[src/rtl/pwm_pkg.sv]
// Shared definitions for the multi-channel PWM generator.
//   DEF_CNT_W / DEF_PRESC_W : default counter and prescaler widths
//   pwm_ch_cfg_t            : per-channel register-map payload
//   clog2_min1()            : index width helper, never returns 0
package pwm_pkg;

  localparam int unsigned DEF_CNT_W   = 8;
  localparam int unsigned DEF_PRESC_W = 4;

  typedef struct packed {
    logic [DEF_CNT_W-1:0] duty;
  } pwm_ch_cfg_t;

  // Width needed to index n items; a single item still gets a 1-bit index.
  function automatic int unsigned clog2_min1(input int unsigned n);
    return (n <= 1) ? 1 : $clog2(n);
  endfunction

endpackage

[src/rtl/pwm_chan.sv]
// One PWM compare channel: shadow duty, active duty and the output flop.
// Optional macro PWM_MULTI_RAMP_EN: active duty slews toward shadow by at
// most RAMP_STEP per wrap and restarts from 0 when the block is re-enabled.
// Ports:
//   clk, rst  : clock, asynchronous active-high reset
//   wrap      : period boundary (includes the enable rising edge)
//   restart   : enable rising edge
//   wr, val   : shadow duty write strobe and value
//   cnt       : shared period counter
//   en        : compare enable (low forces the output low)
//   pwm       : registered PWM output
module pwm_chan
  import pwm_pkg::*;
#(
  parameter int unsigned CNT_W     = DEF_CNT_W,
  parameter int unsigned RAMP_STEP = 1
) (
  input  logic             clk,
  input  logic             rst,
  input  logic             wrap,
  input  logic             restart,
  input  logic             wr,
  input  logic [CNT_W-1:0] val,
  input  logic [CNT_W-1:0] cnt,
  input  logic             en,
  output logic             pwm
);

  logic [CNT_W-1:0] shadow_q, shadow_d;
  logic [CNT_W-1:0] duty_q, duty_d;
  logic             pwm_q, pwm_d;

`ifdef PWM_MULTI_RAMP_EN
  localparam logic [CNT_W-1:0] STEP = CNT_W'(RAMP_STEP);
  logic [CNT_W-1:0] gap_c;
`else
  logic unused_ok;
  assign unused_ok = ^{restart, CNT_W'(RAMP_STEP)};
`endif

  // Shadow capture, active duty update at the boundary, output compare.
  always_comb begin
    shadow_d = shadow_q;
    duty_d   = duty_q;
    if (wr) shadow_d = val;
`ifdef PWM_MULTI_RAMP_EN
    gap_c = '0;
    if (restart) begin
      duty_d = '0;
    end else if (wrap) begin
      // Saturating step toward the shadow value, never overshooting it.
      if (shadow_q >= duty_q) begin
        gap_c  = shadow_q - duty_q;
        duty_d = duty_q + ((gap_c > STEP) ? STEP : gap_c);
      end else begin
        gap_c  = duty_q - shadow_q;
        duty_d = duty_q - ((gap_c > STEP) ? STEP : gap_c);
      end
    end
`else
    if (wrap) duty_d = shadow_q;
`endif
    pwm_d = en && (cnt < duty_q);
  end

  always_ff @(posedge clk or posedge rst) begin
    if (rst) begin
      shadow_q <= '0;
      duty_q   <= '0;
      pwm_q    <= 1'b0;
    end else begin
      shadow_q <= shadow_d;
      duty_q   <= duty_d;
      pwm_q    <= pwm_d;
    end
  end

  assign pwm = pwm_q;

endmodule

[src/rtl/pwm_multi.sv]
// Multi-channel PWM generator: shared prescaler and period counter driving
// NCH double-buffered compare channels. Duty and period changes land only on
// a period boundary. Optional macro PWM_MULTI_RAMP_EN enables duty slew
// limiting inside each channel.
// Ports:
//   clk, rst     : clock, asynchronous active-high reset
//   en           : global run enable
//   presc        : counter advances once every presc+1 clocks
//   period_in    : terminal count (period is period_in+1 counter steps)
//   duty_wr      : single-cycle duty write strobe
//   duty_ch      : channel index for the write (out-of-range ignored)
//   duty_val     : duty value to write
//   pwm_out      : registered PWM outputs
//   period_tick  : one-clock pulse after each counter wrap
//   busy         : high while enabled and counting
module pwm_multi
  import pwm_pkg::*;
#(
  parameter int unsigned CNT_W     = DEF_CNT_W,
  parameter int unsigned NCH       = 2,
  parameter int unsigned PRESC_W   = DEF_PRESC_W,
  parameter int unsigned RAMP_STEP = 1
) (
  input  logic                        clk,
  input  logic                        rst,
  input  logic                        en,
  input  logic [PRESC_W-1:0]          presc,
  input  logic [CNT_W-1:0]            period_in,
  input  logic                        duty_wr,
  input  logic [clog2_min1(NCH)-1:0]  duty_ch,
  input  logic [CNT_W-1:0]            duty_val,
  output logic [NCH-1:0]              pwm_out,
  output logic                        period_tick,
  output logic                        busy
);

  localparam int unsigned CH_W = clog2_min1(NCH);

  logic               en_q, en_d;
  logic [PRESC_W-1:0] pcnt_q, pcnt_d;
  logic [CNT_W-1:0]   cnt_q, cnt_d;
  logic [CNT_W-1:0]   period_act_q, period_act_d;
  logic               tick_q, tick_d;
  logic               busy_q, busy_d;

  logic en_rise_c, step_c, wrap_c, load_c, run_c;

  // Prescaler, period counter and period double-buffer.
  always_comb begin
    en_d         = en;
    pcnt_d       = pcnt_q;
    cnt_d        = cnt_q;
    period_act_d = period_act_q;
    tick_d       = 1'b0;
    busy_d       = en;

    en_rise_c = en && !en_q;
    // >= keeps the prescaler bounded if presc drops below the running count.
    step_c    = (pcnt_q >= presc);
    wrap_c    = en && !en_rise_c && step_c && (cnt_q == period_act_q);
    load_c    = wrap_c || en_rise_c;
    run_c     = en && !en_rise_c;

    if (!en) begin
      pcnt_d = '0;
      cnt_d  = '0;
    end else if (en_rise_c) begin
      // Enable edge acts as a boundary; counting starts on the next clock.
      pcnt_d       = '0;
      cnt_d        = '0;
      period_act_d = period_in;
    end else begin
      pcnt_d = step_c ? '0 : pcnt_q + 1'b1;
      if (step_c) cnt_d = wrap_c ? '0 : cnt_q + 1'b1;
      if (wrap_c) begin
        period_act_d = period_in;
        tick_d       = 1'b1;
      end
    end
  end

  always_ff @(posedge clk or posedge rst) begin
    if (rst) begin
      en_q         <= 1'b0;
      pcnt_q       <= '0;
      cnt_q        <= '0;
      period_act_q <= '0;
      tick_q       <= 1'b0;
      busy_q       <= 1'b0;
    end else begin
      en_q         <= en_d;
      pcnt_q       <= pcnt_d;
      cnt_q        <= cnt_d;
      period_act_q <= period_act_d;
      tick_q       <= tick_d;
      busy_q       <= busy_d;
    end
  end

  assign period_tick = tick_q;
  assign busy        = busy_q;

  // One compare channel per output; write strobe decoded by index.
  for (genvar i = 0; i < NCH; i++) begin : g_ch
    pwm_chan #(
      .CNT_W     (CNT_W),
      .RAMP_STEP (RAMP_STEP)
    ) u_chan (
      .clk     (clk),
      .rst     (rst),
      .wrap    (load_c),
      .restart (en_rise_c),
      .wr      (duty_wr && (duty_ch == CH_W'(i))),
      .val     (duty_val),
      .cnt     (cnt_q),
      .en      (run_c),
      .pwm     (pwm_out[i])
    );
  end

endmodule

[config.mk]
export PLATFORM = sky130hd
export DESIGN_NAME = pwm_multi
export DESIGN_NICKNAME = d
export VERILOG_FILES = /design/src/rtl/pwm_pkg.sv /design/src/rtl/pwm_chan.sv /design/src/rtl/pwm_multi.sv
export SDC_FILE = /design/constraint.sdc
export NUM_CORES = 1
export LEC_CHECK = 0
export BUFFER_PORTS_ARGS = -buffer_cell sky130_fd_sc_hd__buf_2
export CAP_MARGIN = 10
export CORE_ASPECT_RATIO = 0.9
export CORE_MARGIN = 4
export CORE_UTILIZATION = 50
export CTS_CLUSTER_DIAMETER = 50
export DETAILED_ROUTE_END_ITERATION = 12
export PLACE_DENSITY = 0.77
export REMOVE_ABC_BUFFERS = 1
export SLEW_MARGIN = 15
export SYNTH_ARGS = -nofsm -noshare
export SYNTH_HDL_FRONTEND = slang
export SYNTH_HIERARCHICAL = 1
export SYNTH_SLANG_ARGS = --single-unit
[constraint.sdc]
create_clock -name clk -period 3.91 [get_ports clk]
set_input_delay 0 -clock clk [delete_from_list [all_inputs] [get_ports clk]]
set_output_delay 0 -clock clk [all_outputs]
set_load 0.01 [all_outputs]
After elaboration in Yosys (flattened, before gate mapping)
Index checks and enable logic that the tools add are counted.

storage, ports and cells
  memories kept = 0
  word-level logic and storage cells = 44
  memory bits (read-only) = 0
  bits in writable memories = 0
  latch bits = 0
  bits of input ports = 25
  register bits after elaboration = 56

cells by class
  multiply operators = 0
  shift operators = 0
  mux-type cells = 12
  $add $sub $neg = 2
  divide/modulo/power cells = 0
  reduce and logical (&&, ||, !) cells = 13
  equality and inequality tests = 2
  bitwise gates (word level) = 1
  order comparisons = 3

operator list
  operator                                        number
  two-way mux 8 bit                               6
  less-than comparator 8 bit                      2
  two-way mux 4 bit                               3
  adder 8 x 1 -> 8 bit (second input constant)    1
  equality test 8 bit                             1
  logical AND 1 bit                               8
  adder 4 x 1 -> 4 bit (second input constant)    1
  >= comparator 4 bit                             1
  two-way mux 1 bit                               3
  != test 3 x 1 -> 1 bit (second input constant)  1
  zero test 1 bit                                 2
  AND reduction 2 bit                             1
  nonzero test 2 bit                              1
  logical OR 1 bit                                1
  inverter 1 bit                                  1

Logic depth before layout (Yosys ltp)
  word-level depth = 10
  gate-level depth with buffers = 9
  depth with buffers taken out = 8

Modules after synthesis
Netlist, hierarchy kept.

modules (own cells, without submodules)
  module     instances  cells each  sequential area each (µm²)  area an instance (µm²)
  pwm_chan   2          69          425.4                       794.5
  pwm_multi  1          107         550.5                       1198.6

Worst setup path before layout
No wires, ideal clock.

  path type = flip-flop to flip-flop
  start point = register pcnt_q[2]
  end point = register g_ch[0].u_chan.duty_q[0]
  setup time = 0.125 ns
  cell stages (with the launch flop) = 7
  slack = 2.004 ns
  arrival time = 1.781 ns
  data required time = 3.785 ns
  buffers on the path = 0
  path through = dfrtp_1 > ha_1 > o211ai_1 > o21ai_2 > nand4_2 > o21ai_4 > mux2_2

between the ends
  cells in the longest elaborated chain, start to end = 4

ends and longest elaborated chain
  what                             RTL line         source
  start, declared                  pwm_multi.sv:40  logic [PRESC_W-1:0] pcnt_q, pcnt_d;
  start signal, assigned           pwm_multi.sv:92  pcnt_q <= pcnt_d;
  >= comparator 4 bit              pwm_multi.sv:59  step_c = (pcnt_q >= presc);
  logical AND 1 bit (2 in series)  pwm_multi.sv:60  wrap_c = en && !en_rise_c && step_c && (cnt_q == period_act_q);
  logical OR 1 bit                 pwm_multi.sv:61  load_c = wrap_c || en_rise_c;
  net load_c                       pwm_multi.sv:46  logic en_rise_c, step_c, wrap_c, load_c, run_c;
  end signal, assigned             pwm_chan.sv:73   duty_q <= duty_d;
  end, declared                    pwm_chan.sv:30   logic [CNT_W-1:0] duty_q, duty_d;

The timed path passes the listed nets, and every way through them passes these cells.
A chain may end at the register's enable or synchronous reset.

Worst setup path after layout
  start point = register pcnt_q[3]
  end point = register g_ch[1].u_chan.duty_q[0]

between the ends
  cells in the longest elaborated chain, start to end = 4

ends and longest elaborated chain
  what                             RTL line
  >= comparator 4 bit              pwm_multi.sv:59
  logical AND 1 bit (2 in series)  pwm_multi.sv:60
  logical OR 1 bit                 pwm_multi.sv:61
  net load_c                       pwm_multi.sv:46
  end signal, assigned             pwm_chan.sv:73
  end, declared                    pwm_chan.sv:30

The timed path passes the listed nets, and every way through them passes these cells.

==> run_results.csv <==
group,metric,value,unit
global_routing,track_usage,0.159,
worst_setup_path,crit_slowest_cell,"mux2_2",
worst_setup_path,arrival,2.45,ns
timing,hold_viol,0,
floorplan,pin_count,29,
routing,first_pass_iters,4,
worst_setup_path,ff2ff_path_depth,6,
worst_setup_path,crit_fanout,38,
pwr,power_frac_seq,0.574,
worst_setup_path,cp_slowest_stage_delay,0.42,ns
global_routing,grt_pass1_wl,8530,um
worst_setup_path,critPathLaunchType,"flip-flop",
worst_setup_path,r2r-start,"pcnt_q[3]",
cells_and_area,syn2layout_area_growth,16.1,%
worst_hold_path,hold_path_depth,3,
clock_network,clockBufferDepth,2,
worst_setup_path,r2r_slack,1.66,ns
cells_and_area,n_antenna_cell,0,
pwr,power_frac_comb,0.178,
routing,wl_met2,2320,um
yosys,synth.cell_area,2780,um^2
cells_and_area,fillCellCount,434,
pwr,clkPwrFrac,0.248,
yosys,yosysWarnings,6,
placed_design,gp_congestion,0.848,
clock_network,cts.sinks,56,
worst_setup_path,crit_chain,"ha_1, o211ai_1, o21ai_2, nand4_2, o21ai_4, mux2_2",
routing,num_vias,1833,
cells_and_area,multi_input_comb_area,1250,um^2
floorplan,core_area,5320,um^2
timing,clock_skew,0.0103,ns
placed_design,io_buffers,28,
clock_network,clk_latency,0.30,ns
worst_setup_path,critPathTopFamily,"compound AO/OA/AOI/OAI gates",
routing,viasPerCell,5.09,
clock_network,htreeDepth,2,
worst_hold_path,hold_path_class,"in2reg",
routing,ant_nets,0,
pwr,p_int,877,uW
worst_hold_path,holdPathEnd,"g_ch[0].u_chan/shadow_q[2]",
routing,met1Wirelength,2370,um
global_routing,grt.overflow.total,0,
floorplan,die_h,78.8,um
outcome,status,"finished, final reports clean",
floorplan,die_x,86.7,um
worst_setup_path,crit_buf_inv,0,
pwr,p_per_area,369,nW/um^2
routing,topRoutingLayerUsed,"met4",
global_routing,grt_pass1_vias,1848,
cells_and_area,nNetsFinal,338,
timing,hold_slack,0.244,ns
timing,slew_headroom,0.348,
pwr,vdd_drop_max,253,uV
clock_network,cts_resized,0,
routing,wl,4940,um
timing,worst_pin_slew,0.975,ns
worst_setup_path,worst-setup-path-type,"reg2reg",
routing,wl_per_cell,13.7,um
floorplan,fp-row-count,25,
clock_network,cts_tree,"done",
placed_design,hpwl,3720,um
routing,met3_length,184,um
timing,clock.fmax,444,MHz
worst_hold_path,hp-start,"duty_ch",
pwr,leakagePower,1.58,nW
cells_and_area,seqCellArea,1400,um^2
timing,rsz0062_at_grt,"no",
global_routing,antenna_found_initial,0,
yosys,synthCells,244,
run,maxCapViolCount,0,
routing,drt_iter0_drc,98,
worst_setup_path,cp_data_required_time,4.11,ns
clock_network,post_cts_buffers,0,
timing,setup_violations,0,
worst_setup_path,endpoint_kind,"flip-flop",
timing,period_share,0.576,
global_routing,grt_max_degree,39,
timing,post-route-min-period,2.25,ns
yosys,synth_area_per_cell,11.4,um^2
cells_and_area,drive_above_1_share,0.239,
pwr,switchingPower,314,uW
timing,drv_slew,0,
timing,final.setup.tns,0,ns
pwr,switching_share,0.264,
clock_network,cts_buffers,5,
routing,drcViolationCount,0,
floorplan,start_util,0.524,
worst_setup_path,r2r_end,"g_ch[1].u_chan/duty_q[0]",
floorplan,dieArea,6830,um^2
clock_network,root_buffer,"clkbuf_8",
clock_network,clk_pin_slew,0.10,ns
per-layer routing:
layer  global-route usage  vias to the layer above
li1                     -                      919
met1                0.219                      875
met2                0.247                       31
met3               0.0353                        8
met4               0.0592                        0
met5                    0                        -
worst max path at each step:
| stage | from | end | slack (ns) | cells past startpoint |
|---|---|---|---|---|
| after CTS | pcnt_q[3] | g_ch[1].u_chan/duty_q[0] | 1.67 | 6 |
| after global placement | pcnt_q[3] | g_ch[0].u_chan/duty_q[0] | 1.76 | 6 |
| after detailed placement | pcnt_q[3] | g_ch[1].u_chan/duty_q[0] | 1.67 | 6 |
| final | pcnt_q[3] | g_ch[1].u_chan/duty_q[0] | 1.66 | 6 |
| after global routing | pcnt_q[3] | g_ch[1].u_chan/duty_q[0] | 1.54 | 6 |
| after floorplan | pcnt_q[2] | g_ch[0].u_chan/duty_q[0] | 1.91 | 6 |
worst min-delay path, cell delays in order:
cell     delay (ns)
buf_2          0.08
nor2b_1        0.16
mux2_2         0.27
per-stage QoR:
| step | instance area, um^2 | power, mW | utilization | worst slack [ns] | cells |
|---|---|---|---|---|---|
| 3_3_place_gp | 2970 | 0.883 | 0.559 | 1.76 | 335 |
| 3_5_place_dp | 2970 | 0.897 | 0.559 | 1.67 | 335 |
| 5_1_grt | 3230 | 1.26 | 0.608 | 1.54 | 360 |
| 4_1_cts | 3230 | 1.20 | 0.608 | 1.67 | 360 |
| 2_1_floorplan | 2750 | 0.836 | - | 1.91 | 240 |
| 6_report | 3230 | 1.19 | 0.608 | 1.66 | 360 |
flip-flops by register name, summed over array words and instances, names as in the netlist:
signal and cells:
g_ch.u_chan/pwm 2, cnt_q 8, busy 1, g_ch.u_chan/duty_q 16, period_tick 1, period_act_q 8
g_ch.u_chan/shadow_q 16, pcnt_q 4
what timing repair did:
item | 4_1_cts | 5_1_grt
setup endpoints to repair | 0 | 0
hold buffers | 18 | 0
endpoints found under the hold margin | 81 | 0
layout make-up:
cell class	instances	share of cell area
Tap cell	67	0.0259
Clock buffer	5	0.0213
Clock inverter	2	0.00387
Multi-Input combinational cell	160	0.388
Sequential cell	56	0.434
Inverter	24	0.0279
Timing Repair Buffer	46	0.0991
power by group through the flow:
stage	combinational, mW	sequential, mW	clock [mW]
floorplan	0.151	0.685	0
global placement	0.190	0.693	0
detailed placement	0.201	0.696	0
CTS	0.215	0.685	0.303
global route	0.242	0.693	0.329
finish	0.212	0.684	0.295
cell usage in the layout, fill, tap and decap left out, types with 2 or more instances in the layout:
master	count
dfrtp_1	56
buf_2	28
inv_1	24
nand2_1	22
ha_1	20
o21ai_0	18
mux2_2	18
dlygate4sd3_1	18
nor2_1	17
xor2_1	15
mux2_4	8
nand4_1	5
nor2b_1	5
clkbuf_8	5
nand3_1	4
a21oi_1	3
nor3_1	2
and3_2	2
o22ai_1	2
and2_1	2
a211oi_2	2
o21ai_1	2
a211oi_1	2
Power figures use the tool's default switching activity.
